File: src/rtl/alu_pkg.sv
// Shared ALU definitions: shift opcodes, the request bundle carried through
// the issue register, and a bit-reverse helper for the left-shift ops.
package alu_pkg;

  localparam logic [1:0] OP_SRL = 2'b00;
  localparam logic [1:0] OP_SLL = 2'b01;
  localparam logic [1:0] OP_ROR = 2'b10;
  localparam logic [1:0] OP_ROL = 2'b11;

  localparam int REQ_W = 14;

  typedef struct packed {
    logic [7:0] data;
    logic [2:0] amt;
    logic [1:0] op;
    logic       id;
  } req_t;

  function automatic logic [7:0] rev8(input logic [7:0] x);
    logic [7:0] r;
    for (int i = 0; i < 8; i++) begin
      r[i] = x[7-i];
    end
    return r;
  endfunction

endpackage

File: src/rtl/shift8_core.sv
// Combinational 8-bit shifter: a 4/2/1 right-shift mux network whose fill is
// zero for logical shifts and the wrapped-out bits for rotates.
module shift8_core
  import alu_pkg::*;
(
  input  logic [7:0] data_i,
  input  logic [2:0] amt_i,
  input  logic [1:0] op_i,
  output logic [7:0] result_o
);

  logic       left;
  logic       rotate;
  logic [7:0] lvl0;
  logic [7:0] lvl1;
  logic [7:0] lvl2;
  logic [7:0] lvl3;

  // Left ops run through the same right-shift network on the bit-reversed word.
  always_comb begin
    left     = (op_i == OP_SLL) || (op_i == OP_ROL);
    rotate   = (op_i == OP_ROR) || (op_i == OP_ROL);
    lvl0     = left ? rev8(data_i) : data_i;
    lvl1     = amt_i[2] ? {(rotate ? lvl0[3:0] : 4'h0), lvl0[7:4]} : lvl0;
    lvl2     = amt_i[1] ? {(rotate ? lvl1[1:0] : 2'h0), lvl1[7:2]} : lvl1;
    lvl3     = amt_i[0] ? {(rotate ? lvl2[0] : 1'b0), lvl2[7:1]} : lvl2;
    result_o = left ? rev8(lvl3) : lvl3;
  end

endmodule

File: src/rtl/shift_arbiter_8bit.sv
// Two-requester arbiter feeding a two-stage shift pipeline (issue register,
// shift core, response register) with valid/ready on both sides.
module shift_arbiter_8bit
  import alu_pkg::*;
#(
  parameter bit RR_EN = 1'b1
) (
  input  logic       clk,
  input  logic       rst,
  input  logic       req0_valid,
  output logic       req0_ready,
  input  logic [7:0] req0_data,
  input  logic [2:0] req0_amt,
  input  logic [1:0] req0_op,
  input  logic       req1_valid,
  output logic       req1_ready,
  input  logic [7:0] req1_data,
  input  logic [2:0] req1_amt,
  input  logic [1:0] req1_op,
  output logic       rsp_valid,
  input  logic       rsp_ready,
  output logic [7:0] rsp_data,
  output logic       rsp_id
);

  req_t       s1_q, s1_d;
  logic       s1_valid_q, s1_valid_d;
  logic       s2_valid_q, s2_valid_d;
  logic [7:0] s2_data_q, s2_data_d;
  logic       s2_id_q, s2_id_d;
  logic       last_grant_q, last_grant_d;

  logic       s2_adv;
  logic       s1_can_accept;
  logic       grant0;
  logic       grant1;
  logic [7:0] core_result;

  shift8_core u_core (
    .data_i   (s1_q.data),
    .amt_i    (s1_q.amt),
    .op_i     (s1_q.op),
    .result_o (core_result)
  );

  // Ready is combinational through S2 so a draining consumer frees S1 in the same cycle.
  always_comb begin
    s2_adv        = !s2_valid_q || rsp_ready;
    s1_can_accept = !s1_valid_q || s2_adv;
    grant0        = req0_valid && (!req1_valid || !RR_EN || last_grant_q);
    grant1        = req1_valid && !grant0;
    req0_ready    = grant0 && s1_can_accept && !rst;
    req1_ready    = grant1 && s1_can_accept && !rst;
  end

  always_comb begin
    last_grant_d = last_grant_q;
    s1_d         = s1_q;
    s1_valid_d   = s1_valid_q;
    s2_valid_d   = s2_valid_q;
    s2_data_d    = s2_data_q;
    s2_id_d      = s2_id_q;

    if (req0_ready) begin
      last_grant_d = 1'b0;
      s1_valid_d   = 1'b1;
      s1_d         = '{data: req0_data, amt: req0_amt, op: req0_op, id: 1'b0};
    end else if (req1_ready) begin
      last_grant_d = 1'b1;
      s1_valid_d   = 1'b1;
      s1_d         = '{data: req1_data, amt: req1_amt, op: req1_op, id: 1'b1};
    end else if (s2_adv) begin
      s1_valid_d   = 1'b0;
    end

    // Payload only moves with a real entry so an idle S2 keeps its last result.
    if (s2_adv) begin
      s2_valid_d = s1_valid_q;
      if (s1_valid_q) begin
        s2_data_d = core_result;
        s2_id_d   = s1_q.id;
      end
    end
  end

  always_ff @(posedge clk) begin
    if (rst) begin
      last_grant_q <= 1'b1;
      s1_q         <= '0;
      s1_valid_q   <= 1'b0;
      s2_valid_q   <= 1'b0;
      s2_data_q    <= 8'h00;
      s2_id_q      <= 1'b0;
    end else begin
      last_grant_q <= last_grant_d;
      s1_q         <= s1_d;
      s1_valid_q   <= s1_valid_d;
      s2_valid_q   <= s2_valid_d;
      s2_data_q    <= s2_data_d;
      s2_id_q      <= s2_id_d;
    end
  end

  assign rsp_valid = s2_valid_q;
  assign rsp_data  = s2_data_q;
  assign rsp_id    = s2_id_q;

endmodule

File: config.mk
export PLATFORM = sky130hd
export DESIGN_NAME = shift_arbiter_8bit
export DESIGN_NICKNAME = d
export VERILOG_FILES = /design/src/rtl/alu_pkg.sv /design/src/rtl/shift8_core.sv /design/src/rtl/shift_arbiter_8bit.sv
export SDC_FILE = /design/constraint.sdc
export NUM_CORES = 1
export LEC_CHECK = 0
export BUFFER_PORTS_ARGS = -buffer_cell sky130_fd_sc_hd__buf_4
export CORE_MARGIN = 2
export CORE_UTILIZATION = 52
export CTS_CLUSTER_DIAMETER = 40
export DETAILED_ROUTE_END_ITERATION = 10
export PLACE_DENSITY_LB_ADDON = 0.25
export SETUP_SLACK_MARGIN = 0.15
export SLEW_MARGIN = 0
export SYNTH_ARGS = -nofsm -noshare
export SYNTH_HDL_FRONTEND = slang
export SYNTH_SLANG_ARGS = --single-unit
File: constraint.sdc
create_clock -name clk -period 1.9 [get_ports clk]
set_input_delay 0.38 -clock clk [delete_from_list [all_inputs] [get_ports clk]]
set_output_delay 0.38 -clock clk [all_outputs]
set_load 0.05 [all_outputs]
* Word level (Yosys, flattened, before mapping) *
Index checks and enable logic that the tools add are counted.

operators by class
  shifts and indexed selects = 0
  bitwise logic cells = 0
  reduce and logical (&&, ||, !) cells = 20
  multiply operators = 0
  add/subtract/negate cells = 0
  div/mod/pow operators = 0
  equality and inequality tests = 3
  order comparisons = 0
  mux-type cells = 15

operators by type and width
  operator              number
  $mux W8               5
  $mux W14              2
  $logic_and A1 B1 Y1   6
  $mux W1               6
  $logic_not A1 Y1      5
  $logic_or A1 B1 Y1    5
  $eq A2 B2 Y1 const B  2
  $mux W4               1
  $reduce_bool A3 Y1    1
  $eq A2 B1 Y1 const B  1
  $mux W2               1
  $reduce_and A2 Y1     1
  $reduce_bool A2 Y1    1
  $reduce_or A2 Y1      1

word-level totals
  output and inout port bits = 12
  logic and storage cells = 47
  flip-flop bits (word level) = 26
  bits in writable memories = 0
  latch bits = 0
  bits in read-only memories = 0
  memories = 0

* Longest topological paths before layout *
  depth in word-level cells = 10
  gate-level depth with buffers = 7
  mapped depth without buffers = 5

* By module *
Synthesis repeated with hierarchy kept, for this count alone.

unflattened totals
  cell total of the unflattened synthesis = 198
  area, all modules = 1881.8 um^2

by module, submodules not included
  module              area each (um^2)  cells each  instances
  shift_arbiter_8bit  1142.3            122         1
  shift8_core         739.5             76          1

* Least setup slack after synthesis *
OpenSTA, ideal clock, no wires.

  path kind = reg-to-output
  start point = register s2_valid_q, in the netlist rsp_valid
  end point = output req1_ready
  setup slack = -0.554 ns
  stages on the path, launching flop included = 6
  required time = 1.520 ns
  arrival = 2.074 ns
  path through = dfxtp_1 > nand3b_1 > and3_1 > clkbuf_1 > clkbuf_1 > nor2b_1

on the way
  longest elaborated chain between the ends = 5

RTL lines
  what                               line                      text
  from (decl)                        shift_arbiter_8bit.sv:28  logic s2_valid_q, s2_valid_d;
  from (signal assigned)             shift_arbiter_8bit.sv:98  s2_valid_q <= s2_valid_d;
  $logic_not A1 Y1                   shift_arbiter_8bit.sv:48  s2_adv = !s2_valid_q || rsp_ready;
  $logic_or A1 B1 Y1                 shift_arbiter_8bit.sv:48
  $logic_or A1 B1 Y1                 shift_arbiter_8bit.sv:49  s1_can_accept = !s1_valid_q || s2_adv;
  $logic_and A1 B1 Y1 (2 in series)  shift_arbiter_8bit.sv:53  req1_ready = grant1 && s1_can_accept && !rst;
  to (decl)                          shift_arbiter_8bit.sv:16  output logic req1_ready,

No other way between the ends.

* Worst setup path in the final report *
Ends and elaborated chain as after synthesis.

==> results.txt <==
- The run finished with clean final reports.
- In the finished design, the share of the clock period the worst path needs comes to 0.937.
* Maximum count of clock buffers along a single path: 2
- Chip height: around 60 µm
- In this design, the stage delay of the slowest critical-path cell is between 300 and 400 ps.
* Chip width: 60.6 µm
- Of the total synthesized cell area, the portion taken by AND, OR, NAND and NOR gates is 0.173.
- After synthesis, the largest family of logic cells by area is compound AO/OA/AOI/OAI gates.
- For this design, the slowest cell found on the critical path is sky130_fd_sc_hd__dfxtp_4.
- Worst skew pair latency: roughly 340 ps
- The worst setup path is captured at an output port.
* Synthesized instance count: around 190
- The floorplan has 20 rows.
* Post-route setup slack: ~120 ps
- The initial utilization of the core area, before any placement, comes to 0.546.
* Static Leakage: around 0.94 nW
* # nets final: about 270
- Global routing met3 resource utilization: 0.0405
- TritonCTS built the clock tree.
- Layout area overhead: 39.0%
* Crit Path Class: reg2out
- Data arrival at the endpoint of the critical path: approximately 1400 ps
- Summed over all layers, the routed wires come to 4590 µm.
- Proportion of register bits with asynchronous set or reset after synthesis: 0
- Overall power: between 1.5 and 2 mW
- Setup total negative slack: 0 ps
- At the pin with the least slew margin, the transition time is around 330 ps.
- Via count of the first global-routing pass: about 1600
* Num CTS Buffers: 3
- H-tree Lvls: 1
- The max-slew violation count came to 0.
* Detail-routed net length per standard cell: roughly 16 µm
- The number of antenna violations at the first check in global routing came to 0.
* CTS sink cnt: 26
- Fill cell instance count of the final layout: approximately 230
- Cell area power density: between 700 and 800 nW/µm²
* Part of the Yosys area used for sequential elements: 0.312
* Number of warnings reported in the yosys synthesis log: 0
- Counting flops and latches in the post-synthesis netlist gives 26.
- Walking the worst path, the cells encountered are nand3b_1 > and3_4 > nor2b_4 > buf_6.
- For this design the top-level I/O count stands at 43.
- After detailed placement, the total cell area comes to just over 2000 µm².
- Crit path buf inv count: 1
- Upper clock frequency limit: ~0.56 GHz
* Class of the worst hold path: in2reg
- Total Die Area: between 3000 and 4000 µm²
* Clock transition at path regs: around 150 ps
- Post-route DRC violation count: 0
- Clock Root Buffer: sky130_fd_sc_hd__clkbuf_4
* Number of I/O port buffers: between 40 and 50
- For the worst setup path, the data required time is roughly 1500 ps.
* Syn Area/Cell: around 8.7 µm²
- Final weighted congestion in routability-driven placement: 0.909
- Max-cap violations in this run came to 0.
* First-pass GRT wire length: 7020 µm
* Core Util, Final: 0.759
- Met2 Usage GRT: 0.415
- For this block, the initial DRC count from the detailed router was about 160.
- Count of cell types in the netlist: 43
* Number of hold buffers added after CTS: 0
* Total number of vias: about 1700
- Post-synthesis xor/xnor area fraction: 0
- Netlist Area Pre-Place: ~1700 µm²
- met2 is the most crowded layer.
- Worst ir drop on vdd: roughly 0.65 mV
- Highest fanout seen on the critical path: 4
- Pin count of the biggest net entering global routing: 29
- Vias per std cell: approximately 6.0
- Before antenna repair, the detailed router went through 4 iterations.
- The synthesized design contains 0 enable-type register cells.
- Total area of multi-input combinational cells: around 1200 µm²
* Final number of setup-violating endpoints: 0
- Final-report hold violation count: 0
- For this run, the total global-route usage over all layers was measured as 0.253.
* Total grt overflow: 0
- The finished cells cover between 2000 and 2500 µm².
- At the placement stage, the worst setup path has a slack of -84.4 ps.
- Counting I/O delays and the setup requirement, the final critical path takes around 1800 ps.
- Setup clock skew after layout: between 7 and 8 ps
- Fraction of final layout cells sized beyond drive strength 1: 0.427
* Type of origin of the critical path: register
- The wire-length estimate of the detail-placed layout is approximately 3200 µm.
* M1 GR Usage: 0.335
- Synthesized-area fraction occupied by ao, oa, aoi and oai cells: 0.257
- Cell family with most CP delay: simple AND/OR/NAND/NOR gates
* Antenna-violating nets left: 0
* Predominant post-synthesis flop cell: sky130_fd_sc_hd__dfxtp_1
- Synth Area in Adders: 0
* Sequential standard cell area: between 500 and 600 µm²
* Antenna diode count: 0
- Setup repair after global routing could not meet its margin everywhere.
- Share of synthesized area spent on multiplexers: 0.188
- Tightest slew margin relative to the limit: 0.781
- Synth Net Count: 222
- The total area inside the core boundary comes to between 3000 and 4000 µm².
## cell type report
cell class	instances	share of cell area
multi-input cells	144	0.505
flip-flops and latches	26	0.230
repair buffers	61	0.211
well taps	44	0.0238
clock inverters	1	0.0130
clock buffers	3	0.00972
inverters	4	0.00756
## registers in the layout (all words and copies together), names as in the netlist
| register | count |
|---|---|
| s1_q | 14 |
| s1_valid_q | 1 |
| rsp_id | 1 |
| rsp_valid | 1 |
| rsp_data | 8 |
| last_grant_q | 1 |
## repair_timing
item | CTS | global route
buffers inserted | 2 | 4
endpoints found under the setup margin | 10 | 10
resized for setup | 14 | 26
pin swaps | 2 | 10
## path summary, 6_finish.rpt
check	start	endpoint	slack, ps	depth (start not counted)
setup / recovery	rsp_valid$_SDFFE_PP0P_	req1_ready	120	4
setup reg to reg	s1_q[1]$_SDFFE_PP0P_	rsp_data[1]$_SDFFE_PP0P_	140	5
hold reg to reg	s1_valid_q$_SDFFE_PP0P_	rsp_valid$_SDFFE_PP0P_	480	2
hold / removal	req1_data[6]	s1_q[12]$_SDFFE_PP0P_	310	3
## cells in the mapped netlist, types with 4 or more instances
cell type | n | area share
sky130_fd_sc_hd__nand2_1 | 19 | 0.043
sky130_fd_sc_hd__buf_2 | 4 | 0.012
sky130_fd_sc_hd__clkbuf_1 | 7 | 0.016
sky130_fd_sc_hd__buf_6 | 4 | 0.027
sky130_fd_sc_hd__a221oi_1 | 5 | 0.026
sky130_fd_sc_hd__nor2_1 | 20 | 0.045
sky130_fd_sc_hd__o22ai_1 | 5 | 0.019
sky130_fd_sc_hd__a21oi_1 | 16 | 0.048
sky130_fd_sc_hd__dfxtp_1 | 26 | 0.31
sky130_fd_sc_hd__a22oi_1 | 14 | 0.063
sky130_fd_sc_hd__mux2i_1 | 14 | 0.084
sky130_fd_sc_hd__and3_1 | 4 | 0.015
## tightest hold or removal path, cell delays in order
cell                      delay, ps
sky130_fd_sc_hd__buf_4           70
sky130_fd_sc_hd__a22oi_1         50
sky130_fd_sc_hd__a21oi_1        110
## layout by cell type (no fill, tap or decap), types with 2 or more instances in the layout
cell | netlist | layout
sky130_fd_sc_hd__o22ai_1 | 5 | 3
sky130_fd_sc_hd__mux2i_2 | 0 | 2
sky130_fd_sc_hd__mux4_2 | 3 | 4
sky130_fd_sc_hd__inv_1 | 3 | 2
sky130_fd_sc_hd__nand2b_1 | 3 | 3
sky130_fd_sc_hd__dfxtp_1 | 26 | 20
sky130_fd_sc_hd__o21bai_1 | 3 | 3
sky130_fd_sc_hd__a21oi_1 | 16 | 16
sky130_fd_sc_hd__a22oi_1 | 14 | 13
sky130_fd_sc_hd__nor2_1 | 20 | 19
sky130_fd_sc_hd__and3_4 | 0 | 2
sky130_fd_sc_hd__a22o_1 | 2 | 2
sky130_fd_sc_hd__buf_4 | 1 | 57
sky130_fd_sc_hd__nor3_1 | 2 | 2
sky130_fd_sc_hd__mux2_4 | 2 | 3
sky130_fd_sc_hd__a2111oi_1 | 2 | 2
sky130_fd_sc_hd__clkbuf_4 | 0 | 3
sky130_fd_sc_hd__nand3b_1 | 3 | 3
sky130_fd_sc_hd__and3_1 | 4 | 2
sky130_fd_sc_hd__dfxtp_4 | 0 | 2
sky130_fd_sc_hd__nand2_1 | 19 | 19
sky130_fd_sc_hd__a221oi_2 | 0 | 4
sky130_fd_sc_hd__mux2i_1 | 14 | 10
sky130_fd_sc_hd__o221a_2 | 2 | 2
sky130_fd_sc_hd__mux2i_4 | 0 | 2
sky130_fd_sc_hd__o22ai_2 | 0 | 2
sky130_fd_sc_hd__dfxtp_2 | 0 | 4
sky130_fd_sc_hd__nor2b_1 | 3 | 2
sky130_fd_sc_hd__and2_1 | 2 | 2
sky130_fd_sc_hd__buf_8 | 0 | 2
## per-stage QoR
| stage | cells | hold WS [ps] |
|---|---|---|
| final | 283 | 309 |
| after global placement | 273 | 446 |
| after global routing | 283 | 307 |
| after CTS | 279 | 310 |
| after floorplan | 191 | 432 |
| after detailed placement | 273 | 460 |
## cells by family after synthesis
family | after synthesis
buffers and inverters | 21
AO/OA/AOI/OAI | 60
flip-flops | 26
multiplexers | 23
AND/OR/NAND/NOR | 61
## per-layer routing
layer | vias to the layer above | routed length (µm)
met5 | - | 0
li1 | 816 | -
met2 | 74 | 2350
met1 | 787 | 1890
met3 | 12 | 257
met4 | 0 | 95
## where the power goes
group | internal [mW] | switching, mW | total, mW | leakage (nW)
sequential | 0.594 | 0.0612 | 0.655 | 0.218
combinational | 0.289 | 0.317 | 0.606 | 0.695
clock | 0.214 | 0.177 | 0.391 | 0.0279
Power figures use the tool's default switching activity.
